### src/rtl/datapath_pipe.sv
// Pipelined CPU datapath front end: PC, IF/ID and ID/EX registers with stall,
// fetch-valid handling and branch/jump redirect that kills the two younger stages.
module datapath_pipe #(
   parameter int              DW     = 16,
   parameter int              PC_INC = 2,
   parameter logic [DW-1:0]   RST_PC = '0
) (
   input  logic          clk,
   input  logic          rst,
   output logic [DW-1:0] imem_addr,
   input  logic [15:0]   imem_rdata,
   input  logic          imem_valid,
   input  logic          stall,
   input  logic [1:0]    addrbase,
   input  logic          mulreg,
   input  logic          alusrc,
   input  logic [DW-1:0] ext_imm,
   input  logic [DW-1:0] rdata1,
   input  logic [DW-1:0] rdata2,
   input  logic          br_taken,
   input  logic          jump,
   input  logic          mem_alu,
   input  logic          insdat,
   input  logic [DW-1:0] rwdata,
   input  logic [DW-1:0] result,
   output logic [4:0]    opcode,
   output logic [2:0]    func,
   output logic [6:0]    offset,
   output logic          rdest_bit0,
   output logic [3:0]    addr1,
   output logic [3:0]    addr2,
   output logic          id_valid,
   output logic          ex_valid,
   output logic [DW-1:0] ex_var1,
   output logic [DW-1:0] ex_var2,
   output logic [DW-1:0] ex_wmdata,
   output logic [DW-1:0] ex_br_tgt,
   output logic [DW-1:0] ex_jmp_tgt,
   output logic [DW-1:0] wrfdata,
   output logic [DW-1:0] addrm
);

   logic [DW-1:0] pc_q, pc_d;
   logic [15:0]   id_instr_q, id_instr_d;
   logic [DW-1:0] id_pc_plus_q, id_pc_plus_d;
   logic          id_valid_q, id_valid_d;
   logic          ex_valid_q, ex_valid_d;
   logic [DW-1:0] ex_var1_q, ex_var1_d;
   logic [DW-1:0] ex_var2_q, ex_var2_d;
   logic [DW-1:0] ex_wmdata_q, ex_wmdata_d;
   logic [DW-1:0] ex_br_tgt_q, ex_br_tgt_d;
   logic [DW-1:0] ex_jmp_tgt_q, ex_jmp_tgt_d;

   logic          redirect;
   logic [DW-1:0] redirect_tgt;
   logic [DW-1:0] pc_inc;

   assign pc_inc       = pc_q + DW'(PC_INC);
   // A branch/jump only counts when a real instruction sits in E; jump beats branch.
   assign redirect     = ex_valid_q & (br_taken | jump);
   assign redirect_tgt = jump ? ex_jmp_tgt_q : ex_br_tgt_q;

   always_comb begin : next_state
      // NOTE: every _d starts from its held value so no path leaves it unassigned (no latch).
      pc_d         = pc_q;
      id_instr_d   = id_instr_q;
      id_pc_plus_d = id_pc_plus_q;
      id_valid_d   = id_valid_q;
      ex_valid_d   = 1'b0;
      ex_var1_d    = ex_var1_q;
      ex_var2_d    = ex_var2_q;
      ex_wmdata_d  = ex_wmdata_q;
      ex_br_tgt_d  = ex_br_tgt_q;
      ex_jmp_tgt_d = ex_jmp_tgt_q;

      if (redirect) begin
         pc_d       = redirect_tgt;
         id_valid_d = 1'b0;
      end else if (!stall) begin
         if (imem_valid) begin
            pc_d         = pc_inc;
            id_instr_d   = imem_rdata;
            id_pc_plus_d = pc_inc;
            id_valid_d   = 1'b1;
         end else begin
            id_valid_d   = 1'b0;
         end
      end

      if (!redirect && !stall && id_valid_q) begin
         ex_valid_d   = 1'b1;
         ex_var1_d    = rdata1;
         ex_var2_d    = alusrc ? rdata2 : ext_imm;
         ex_wmdata_d  = rdata2;
         ex_br_tgt_d  = id_pc_plus_q + ext_imm;
         ex_jmp_tgt_d = {id_pc_plus_q[DW-1:14], id_instr_q[12:0], 1'b0};
      end
   end

   // NOTE: state registers use non-blocking assignments so all stages update from pre-edge values.
   always_ff @(posedge clk) begin
      if (rst) begin
         pc_q         <= RST_PC;
         id_instr_q   <= '0;
         id_pc_plus_q <= '0;
         id_valid_q   <= 1'b0;
         ex_valid_q   <= 1'b0;
         ex_var1_q    <= '0;
         ex_var2_q    <= '0;
         ex_wmdata_q  <= '0;
         ex_br_tgt_q  <= '0;
         ex_jmp_tgt_q <= '0;
      end else begin
         pc_q         <= pc_d;
         id_instr_q   <= id_instr_d;
         id_pc_plus_q <= id_pc_plus_d;
         id_valid_q   <= id_valid_d;
         ex_valid_q   <= ex_valid_d;
         ex_var1_q    <= ex_var1_d;
         ex_var2_q    <= ex_var2_d;
         ex_wmdata_q  <= ex_wmdata_d;
         ex_br_tgt_q  <= ex_br_tgt_d;
         ex_jmp_tgt_q <= ex_jmp_tgt_d;
      end
   end

   assign opcode     = id_instr_q[15:11];
   assign func       = id_instr_q[2:0];
   assign offset     = id_instr_q[6:0];
   assign rdest_bit0 = id_instr_q[7];
   assign addr2      = {id_instr_q[10:8], mulreg};

   always_comb begin : addr1_mux
      case (addrbase)
         2'd0:    addr1 = 4'd0;
         2'd2:    addr1 = addr2;
         default: addr1 = id_instr_q[6:3];
      endcase
   end

   assign imem_addr  = pc_q;
   assign id_valid   = id_valid_q;
   assign ex_valid   = ex_valid_q;
   assign ex_var1    = ex_var1_q;
   assign ex_var2    = ex_var2_q;
   assign ex_wmdata  = ex_wmdata_q;
   assign ex_br_tgt  = ex_br_tgt_q;
   assign ex_jmp_tgt = ex_jmp_tgt_q;
   assign wrfdata    = mem_alu ? rwdata : result;
   assign addrm      = insdat ? result : pc_q;

endmodule

### config.mk
export PLATFORM = sky130hd
export DESIGN_NAME = datapath_pipe
export DESIGN_NICKNAME = d
export VERILOG_FILES = /design/src/rtl/datapath_pipe.sv
export SDC_FILE = /design/constraint.sdc
export NUM_CORES = 1
export LEC_CHECK = 0
export ABC_AREA = 1
export BUFFER_PORTS_ARGS = -buffer_cell sky130_fd_sc_hd__buf_2
export CAP_MARGIN = 20
export CORE_UTILIZATION = 53
export DETAILED_ROUTE_END_ITERATION = 8
export GPL_TIMING_DRIVEN = 0
export HOLD_SLACK_MARGIN = 0.08
export PLACE_DENSITY = 0.86
export SYNTH_ARGS = -nofsm -noshare
export SYNTH_HDL_FRONTEND = slang
export SYNTH_SLANG_ARGS = --single-unit
### constraint.sdc
create_clock -name clk -period 4.5 [get_ports clk]
set_input_delay 0.225 -clock clk [delete_from_list [all_inputs] [get_ports clk]]
set_output_delay 0.225 -clock clk [all_outputs]
set_load 0.1 [all_outputs]
# ---- Word level (Yosys, flattened, before mapping)
# Cells that the tools add are included.
dict set report word_totals {
  rom_bits 0
  out_inout_bits 154
  word_cells 37
  latch_bits 0
  ramBits 0
  n_memories 0
  regBits 129
}
dict set report classes {
  addsub 2
  eq_ne 2
  order_cmp 0
  n_shift 0
  n_reduce_logical 9
  mul 0
  n_mux 10
  div_mod_pow 0
  bitwise 4
}
# cell count
set ops {}
lappend ops {{$mux W16} 7}
lappend ops {{$add A16 B16 Y16} 1}
lappend ops {{$add A16 B2 Y16 const B} 1}
lappend ops {{$pmux W4 S2} 1}
lappend ops {{$reduce_and A3 Y1} 1}
lappend ops {{$eq A2 B2 Y1 const B} 1}
lappend ops {{$logic_and A1 B1 Y1} 2}
lappend ops {{$logic_not A1 Y1} 2}
lappend ops {{$logic_not A2 Y1} 1}
lappend ops {{$mux W1} 2}
lappend ops {{$ne A2 B1 Y1 const B} 1}
lappend ops {{$not A1 Y1} 2}
lappend ops {{$reduce_and A2 Y1} 1}
lappend ops {{$reduce_bool A2 Y1} 1}
lappend ops {{$reduce_or A2 Y1} 1}
lappend ops {{$and A1 B1 Y1} 1}
lappend ops {{$or A1 B1 Y1} 1}

# ---- Depth between registers and ports, before layout
# Gate-level depths: netlist (run 1).
dict set report logic_depth {
  word_depth 6
  mapped_depth 12
}

# ---- Worst setup path before layout (run 1)
# OpenSTA, ideal clock, no wires.
dict set report synth_path {
  kind {reg-to-output}
  start {register pc_q[10], in the netlist imem_addr[10]}
  end {output addrm[10]}
  stages_incl_launch_ff 3
  arrival_time_ps 3355
  slack_ps 920
  required_time_ps 4275
  path_cell_list {dfxtp_1 -> inv_1 -> o21ai_0}
}
dict set report synth_between {
  elab_chain_cells 1
}
# element line_no
set synth_lines {}
lappend synth_lines {{from (decl)} 43} ;# logic [DW-1:0] pc_q, pc_d;
lappend synth_lines {{from (signal assigned)} 114} ;# pc_q <= pc_d;
lappend synth_lines {{$mux W16} 150} ;# assign addrm = insdat ? result : pc_q;
lappend synth_lines {{to (decl)} 40} ;# output logic [DW-1:0] addrm
# Every way passes these cells.

# ---- Worst setup path after layout (run 1)
dict set report layout_path {
  start {register id_pc_plus_q[0]}
  end {register ex_br_tgt_q[8], in the netlist ex_br_tgt[8]}
}
dict set report layout_between {
  elab_chain_cells 1
}
# element line_no
set layout_lines {}
lappend layout_lines {{from (decl)} 45} ;# logic [DW-1:0] id_pc_plus_q, id_pc_plus_d;
lappend layout_lines {{from (signal assigned)} 116} ;# id_pc_plus_q <= id_pc_plus_d;
lappend layout_lines {{$add A16 B16 Y16} 95} ;# ex_br_tgt_d = id_pc_plus_q + ext_imm;
lappend layout_lines {{to (signal assigned)} 122} ;# ex_br_tgt_q <= ex_br_tgt_d;
lappend layout_lines {{to (decl)} 51} ;# logic [DW-1:0] ex_br_tgt_q, ex_br_tgt_d;
# Every way passes these cells.
# A chain may end at the register's enable or synchronous reset.

==> results.cfg, run 1 <==
[logic_synthesis]
ys.flop_type = dfxtp_1
synth_cell_types = 30
avgSynthCellArea_um2 = 6.82
yosysWarnings = 0
syn_inst = 955
yosysTopAreaCell = dfxtp_1
yosysTopAreaCellShare_pct = 39.6
synth_area_um2 = 6520
synth_common_cells = 172 x nand2_1, 164 x nor2_1, 129 x dfxtp_1
synth-seq-cells = 129
synthArstFlopShare_pct = 0
yosysMostFrequentCell = nand2_1
synth-edff-count = 0
synth_nets = 1080
yosysSeqAreaShare_pct = 39.6
synth_area_leaders = dfxtp_1 40%, nand2_1 9.9%, nor2_1 9.4%

[grt]
overflow = 0
grt_pass1_vias = 7131
grt_antenna_before_repair = 0
grt_pass1_wl_um = 34900
track_usage_pct = 35.0
grt_max_degree = 17

[power_and_ir_drop]
p_sw_share_pct = 38.0
p_switching_uw = 1310
pwr-share-seq_pct = 35.4
clkPwrFrac_pct = 38.8
intPower_uw = 2140
combPwrFrac_pct = 25.8
peakVddDrop_v = 0.000363
power_density_nw_per_um2 = 390
p_leak_uw = 0.00454

[finish]
finish.net_count = 1385
ff_latch_area_um2 = 2580
multiInputGateArea_um2 = 3210
drive_gt1_share_pct = 26.2
fin_util_pct = 73.7
syn_to_final_growth_pct = 35.8
n_antenna_cell = 0
nFillCells = 956

[die]
die_h_um = 113
io_pins = 262
die_w_um = 113
start_util_pct = 54.3
coreArea_um2 = 12000
row_count = 40
die_area_um2 = 12700

[clock_tree]
clkSinkCount = 129
clk_pin_slew_ns = 0.06
cts_tree = built
clockBufferDepth = 2
cts_inserted_buffers = 17
cts_setup_buffers = 0
htreeDepth = 4
root_buffer = clkbuf_16
clock_latency_ns = 0.42

[sta]
fmax_ghz = 0.528
rsz0062_at_grt = no
worst_pin_slew_ns = 0.533
final.min_clock_period_ns = 1.89
tns_ns = 0
hold_viol_final = 0
fin_skew_ns = 0.00919
setup_violations = 0
period_share_pct = 42.1
drv_slew = 0
max-slew-margin-rel_pct = 64.4

[routing]
wire_per_inst_um = 15.5
vias_per_cell = 5.33
vias = 7569
ant_nets = 0
drc_errors = 0
dr_wl_met2_um = 10500
wl_met1_um = 8730
wl_met3_um = 2020
routed_wirelength_um = 22100
top_layer = met4
drt-pass1-iter-count = 6
drt-initial-drc-count = 560

[setup_path]
r2r-start = id_pc_plus_q[0]
crit_fanout = 3
worstSetupStartpoint = id_pc_plus_q[0]
cp-end-kind = register
arrival_ns = 2.21
required_ns = 4.81
crit_type = register to register
worstRegToRegCells = 11
start_kind = register

[hold_path]
min_path_type = input port to register
worstHoldStart = rdata1[7]
holdPathStages = 3

[run_status]
status = finished clean

[placed_design]
hpwlAfterDp_um = 16400
gp_congestion = 0.915
portBuffers = 257

[job]
cap_violations = 0
## worst max-delay path, cell delays in order (launching register included)
cell     delay [ns]
dfxtp_1        0.32
ha_1           0.21
fa_1           0.41
nand2_1        0.09
nand2_1        0.07
and2_1         0.18
nand2_1        0.07
nand2_1        0.06
xnor2_1        0.21
nand2_1        0.08
nand2_1        0.06
inv_1          0.04
## cells by family after synthesis
group,Yosys count,share of synthesized area [%]
and+or+nand+nor,399,24.7
AOI/OAI and AO/OA,216,17.5
buffers and inverters,169,11.0
DFF,129,39.6
adders and majority gates,17,3.38
muxes,14,2.42
xor gates and xnor gates,10,1.34
other,1,0.0575
## flip-flops by register name, indices dropped and copies added (netlist names)
name and flops:
ex_br_tgt 16, ex_jmp_tgt 15, ex_valid 1, ex_var1 16, ex_var2 16, ex_wmdata 16
id_instr_q 16, id_pc_plus_q 16, id_valid 1, imem_addr 16
## cell usage in the layout (no fill, tap or decap), types with 5 or more instances in the layout
cell / synthesis / routed
nand3_1: 41 / 41
nor2_1: 164 / 164
nor3_1: 8 / 8
inv_1: 113 / 113
a21oi_1: 78 / 78
clkbuf_1: 33 / 33
inv_6: 0 / 6
buf_4: 9 / 9
o211ai_1: 12 / 12
buf_2: 5 / 262
a31oi_1: 8 / 8
dfxtp_1: 129 / 129
o21ai_0: 113 / 113
nand2_1: 172 / 172
clkbuf_16: 0 / 17
buf_6: 6 / 6
or2_2: 5 / 5
dlygate4sd3_1: 0 / 29
ha_1: 16 / 16
mux2_2: 14 / 14
xor2_1: 6 / 6
## what timing repair did
item	CTS	global route
resized for setup	0	0
endpoints found under the hold margin	29	0
hold buffers	29	0
## path summary, 6_finish.rpt
path | to | slack (ns)
max | ex_br_tgt[8] | 2.61
min reg2reg | ex_wmdata[2] | 0.48
min | ex_var1[7] | 0.08
max reg2reg | ex_br_tgt[8] | 2.61
## area by class of cell
class	count	area share, %
tap	147	2.08
clock buffer	17	4.81
buffer	53	3.21
multi-input combinational	657	36.3
inverter	116	4.92
sequential	129	29.2
clock inverter	15	1.70
timing repair buffer	286	17.8
## power by group through the flow
stage	Clock, µW	Sequential [µW]	Combinational [µW]
6_report	1340	1220	893
5_1_grt	1380	1230	935
4_1_cts	1340	1220	885
3_5_place_dp	0	1240	862
2_1_floorplan	0	1550	376
3_3_place_gp	0	1240	854
## metal layers
metal	up-vias	GRT usage, %
li1	3684	-
met1	3406	40.0
met2	420	60.7
met3	59	8.84
met4	0	17.6
met5	-	0
## metrics by stage
stage | hold WS, ns | instance area, µm² | total power, µW | std cells | worst slack, ns
after floorplan | 0.391 | 6520 | 1930 | 955 | 0.920
after global placement | 0.455 | 7990 | 2100 | 1359 | 2.61
after detailed placement | 0.467 | 7990 | 2110 | 1359 | 2.60
after CTS | 0.0813 | 8850 | 3440 | 1420 | 2.62
after global routing | 0.0969 | 8850 | 3550 | 1420 | 2.48
final | 0.0790 | 8850 | 3460 | 1420 | 2.61
Note: power is estimated with default switching activity, not from simulation.
==> inputs of run 2 (changes only) <==
--- a/config.mk
+++ b/config.mk
@@ -8,11 +8,11 @@
 export ABC_AREA = 1
 export BUFFER_PORTS_ARGS = -buffer_cell sky130_fd_sc_hd__buf_2
 export CAP_MARGIN = 20
-export CORE_UTILIZATION = 53
+export CORE_UTILIZATION = 49
 export DETAILED_ROUTE_END_ITERATION = 8
 export GPL_TIMING_DRIVEN = 0
 export HOLD_SLACK_MARGIN = 0.08
-export PLACE_DENSITY = 0.86
+export PLACE_DENSITY = 0.81
 export SYNTH_ARGS = -nofsm -noshare
 export SYNTH_HDL_FRONTEND = slang
 export SYNTH_SLANG_ARGS = --single-unit
==> constraint.sdc (replaced) <==
create_clock -name clk -period 1.9 [get_ports clk]
set_input_delay 0.095 -clock clk [delete_from_list [all_inputs] [get_ports clk]]
set_output_delay 0.095 -clock clk [all_outputs]
set_load 0.1 [all_outputs]
==> run 2 against run 1 <==
Flip-flop and latch count is the same; die area grew 8.0%; fmax grew 5.5%; worst hold slack gained 0.013 ns.
==> results.cfg, run 2 (synthesis results as in run 1) <==
[run_status]
status = finished clean

[die]
die_h_um = 117
coreArea_um2 = 12800
row_count = 41
die_w_um = 117
io_pins = 262
die_area_um2 = 13800
start_util_pct = 51.0

[clock_tree]
cts_inserted_buffers = 17
clockBufferDepth = 2
clock_latency_ns = 0.42
root_buffer = clkbuf_16
clkSinkCount = 129
cts_tree = built
clk_pin_slew_ns = 0.05
htreeDepth = 4

[sta]
holdWs_ns = 0.0915
setup_slack_ns = 0.105
fmax_ghz = 0.557
final.min_clock_period_ns = 1.80
period_share_pct = 94.5
max-slew-margin-rel_pct = 47.2
fin_skew_ns = 0.00438
setup_violations = 0
worst_pin_slew_ns = 0.792
hold_viol_final = 0
drv_slew = 0

[hold_path]
min_path_type = input port to register

[routing]
drc_errors = 0
wire_per_inst_um = 15.7
vias_per_cell = 5.24
drt-pass1-iter-count = 6
routed_wirelength_um = 23100
ant_nets = 0
vias = 7718
drt-initial-drc-count = 767

[placed_design]
gp_congestion = 0.936
hpwlAfterDp_um = 16700
portBuffers = 257
placed_cells = 1384
pre_cts_ws_ns = 0.0394

[finish]
final_common_cell = buf_2
syn_to_final_growth_pct = 44.1
n_antenna_cell = 0
final_cell_mix = 262 x buf_2, 166 x nand2_1, 163 x nor2_1
finish.net_count = 1414
ff_latch_area_um2 = 2600
multiInputGateArea_um2 = 3430
nFillCells = 985
final_cells = 1473
drive_gt1_share_pct = 28.7

[setup_path]
path_cells = ha_2 > fa_2 > nand2_2 > nand2_2 > and2_4 > nand2_1 > nand2_2 > xnor2_2 > nand2_1 > nand2_1 > inv_1
worst-path-buf-inv = 1
start_kind = register
crit_slowest_cell = fa_2
critPathTopFamily = adder cells
crit_fanout = 3
arrival_ns = 2.11
max_stage_delay_ns = 0.41
cp-end-kind = register
required_ns = 2.21
crit_type = register to register

[grt]
grt_pass1_wl_um = 36200
overflow = 0
grt_max_degree = 17
track_usage_pct = 33.4
grt_pass1_vias = 7210
grt_antenna_before_repair = 0

[power_and_ir_drop]
p_leak_uw = 0.00473
peakVddDrop_v = 0.000643
power.total_uw = 8290
power_density_nw_per_um2 = 883

[job]
cap_violations = 0
## run 2: cell type report
type	instances	area share (%)
multi-input combinational	657	36.5
sequential	129	27.7
timing repair buffer	315	19.8
clock buffer	24	4.81
inverter	116	4.64
buffer	53	3.03
tap	172	2.29
clock inverter	7	1.17
## run 2: what timing repair did
| item | 4_1_cts | 5_1_grt |
|---|---|---|
| hold buffers | 54 | 0 |
| buffers inserted | 0 | 3 |
| endpoints found under the hold margin | 68 | 0 |
| resized for setup | 0 | 14 |
| setup endpoints to repair | 0 | 7 |
## run 2: path summary, 6_finish.rpt
kind	to	slack [ns]	start	cells after the start
setup / recovery	ex_br_tgt[8]	0.10	id_pc_plus_q[0]	11
hold / removal	ex_var2[10]	0.09	ext_imm[10]	5
setup reg to reg	ex_br_tgt[8]	0.10	id_pc_plus_q[0]	11
hold reg to reg	ex_var1[8]	0.47	ex_var1[8]	2
## run 2: report_power, final
group | switching, µW | internal (µW)
clock network | 1150 | 2040
registers | 81.9 | 2820
logic | 1720 | 482
total | 2950 | 5340
## run 2: metal layers
metal | vias to the layer above | GRT usage [%] | wire length [µm]
met5 | - | 0 | 0
met3 | 69 | 7.25 | 2110
met1 | 3493 | 38.8 | 8930
met2 | 420 | 58.7 | 11400
li1 | 3736 | - | -
met4 | 0 | 14.1 | 665
## run 2: stage by stage
step / setup TNS [ns] / cell area, µm² / util [%]
final: 0 / 9390 / 73.5
after global routing: -0.0212 / 9390 / 73.5
after CTS: 0 / 9310 / 72.9
after detailed placement: 0 / 8210 / 64.3
after global placement: 0 / 8210 / 64.3
after floorplan: 0 / 6710 / -
## run 2: worst reg2reg max path, delay by kind of cell (launching register included)
kind,cells,cell delay (ns)
flip-flops,1,0.32
XOR/XNOR,1,0.17
buffers and inverters,1,0.05
AND/OR/NAND/NOR,7,0.56
adder cells (fa/ha/maj),2,0.60
==> inputs of run 3 (changes only) <==
--- a/config.mk
+++ b/config.mk
@@ -8,11 +8,13 @@
 export ABC_AREA = 1
 export BUFFER_PORTS_ARGS = -buffer_cell sky130_fd_sc_hd__buf_2
 export CAP_MARGIN = 20
+export CORE_ASPECT_RATIO = 1.4
 export CORE_UTILIZATION = 49
+export CTS_CLUSTER_SIZE = 40
 export DETAILED_ROUTE_END_ITERATION = 8
 export GPL_TIMING_DRIVEN = 0
 export HOLD_SLACK_MARGIN = 0.08
-export PLACE_DENSITY = 0.81
+export PLACE_DENSITY = 0.85
 export SYNTH_ARGS = -nofsm -noshare
 export SYNTH_HDL_FRONTEND = slang
 export SYNTH_SLANG_ARGS = --single-unit
==> run 3 against run 2 <==
Global-route usage increased by 0.23 points; combinational power about the same; sequential power barely moved; worst hold slack worse by 0.0014 ns; critical path type is now input port to register; largest power group unchanged; highest routed layer unchanged.
==> results.cfg, run 3 (synthesis results as in run 1) <==
[sta]
fmax_ghz = 0.550
setup_violations = 0
period_share_pct = 95.7
rsz0062_at_grt = no
hold_viol_final = 0
fin_skew_ns = 0.00654
max-slew-margin-rel_pct = 26.1
drv_slew = 0
final.min_clock_period_ns = 1.82
worst_pin_slew_ns = 1.11
tns_ns = 0

[setup_path]
crit_fanout = 10
crit_type = input port to register
start_kind = input port
required_ns = 2.20
worstSetupStartpoint = jump
arrival_ns = 2.12
cp-end-kind = register
r2r-start = id_pc_plus_q[0]

[routing]
drc_errors = 0
wire_per_inst_um = 15.7
vias = 7602
drt-pass1-iter-count = 5
ant_nets = 0
drt-initial-drc-count = 447
routed_wirelength_um = 23100
vias_per_cell = 5.16

[hold_path]
worstHoldStart = ext_imm[6]
min_path_type = input port to register

[die]
io_pins = 262
row_count = 49
start_util_pct = 50.4
coreArea_um2 = 12900
die_area_um2 = 13800
die_w_um = 99.5
die_h_um = 138

[clock_tree]
root_buffer = clkbuf_16
clockBufferDepth = 2
cts_inserted_buffers = 17
clkSinkCount = 129
clk_pin_slew_ns = 0.06
htreeDepth = 4
clock_latency_ns = 0.42
cts_tree = built

[grt]
grt_pass1_vias = 7330
grt_max_degree = 17
track_usage_pct = 33.6
grt_antenna_before_repair = 0
overflow = 0
grt_pass1_wl_um = 36300

[finish]
final_common_cell = buf_2
final_cell_mix = 262 x buf_2, 172 x nand2_1, 164 x nor2_1
nFillCells = 1068
drive_gt1_share_pct = 28.0
n_antenna_cell = 0
syn_to_final_growth_pct = 42.8
finish.net_count = 1407

[power_and_ir_drop]
power_density_nw_per_um2 = 891
power.total_uw = 8290
p_leak_uw = 0.00468
peakVddDrop_v = 0.000616

[placed_design]
gp_congestion = 0.917
hpwlAfterDp_um = 17000
portBuffers = 257

[run_status]
status = finished clean

[job]
cap_violations = 0
-- run 3: layer usage --
layer,up-vias,share of wire (%),global-route usage [%]
met4,0,4.8,18.4
met3,81,6.8,7.48
met5,-,0,0
li1,3727,-,-
met2,347,50,58.9
met1,3447,38,37.2
-- run 3: cell type report --
class | instances | area, µm² | share of cell area, %
timing repair buffer | 308 | 1800 | 19.3
inverter | 116 | 435 | 4.68
multi-input combinational | 657 | 3390 | 36.5
sequential | 129 | 2600 | 27.9
clock inverter | 9 | 106 | 1.14
clock buffer | 23 | 468 | 5.03
buffer | 53 | 284 | 3.05
tap | 178 | 223 | 2.39
-- run 3: worst max-delay path, cell delays in order --
cell	delay, ns
dlygate4sd3_1	0.55
buf_6	0.15
o21ai_4	0.31
nand3_4	0.28
clkbuf_1	0.32
o21ai_0	0.32
nor2_1	0.07
-- run 3: path summary, 6_finish.rpt --
path | end | slack [ns] | cells past startpoint
hold reg to reg | ex_var1[5] | 0.47 | 2
hold / removal | ex_var2[6] | 0.09 | 5
setup reg to reg | ex_br_tgt[8] | 0.10 | 11
setup / recovery | ex_br_tgt[0] | 0.08 | 7
-- run 3: metrics by stage --
| stage | hold WS (ns) | setup WS, ns | cells | util, % | area [µm²] |
|---|---|---|---|---|---|
| 5_1_grt | 0.117 | 0.00297 | 1473 | 71.9 | 9310 |
| 6_report | 0.0901 | 0.0822 | 1473 | 71.9 | 9310 |
| 2_1_floorplan | 0.261 | 0.0167 | 955 | - | 6710 |
| 3_3_place_gp | 0.344 | 0.132 | 1390 | 63.5 | 8220 |
| 3_5_place_dp | 0.354 | 0.118 | 1390 | 63.5 | 8220 |
| 4_1_cts | 0.0840 | 0.0407 | 1473 | 71.9 | 9300 |
-- run 3: repair_timing --
action | 4_1_cts | 5_1_grt
endpoints found under the setup margin | 0 | 4
setup buffers | 0 | 0
resized for setup | 0 | 2
hold buffers | 51 | 0
hold endpoints to repair | 66 | 0
-- run 3: power by group --
| group | total (µW) | internal, µW | switching (µW) |
|---|---|---|---|
| clock | 3200 | 2000 | 1210 |
| combinational | 2190 | 473 | 1720 |
| sequential | 2890 | 2820 | 79.6 |
| total | 8290 | 5280 | 3010 |
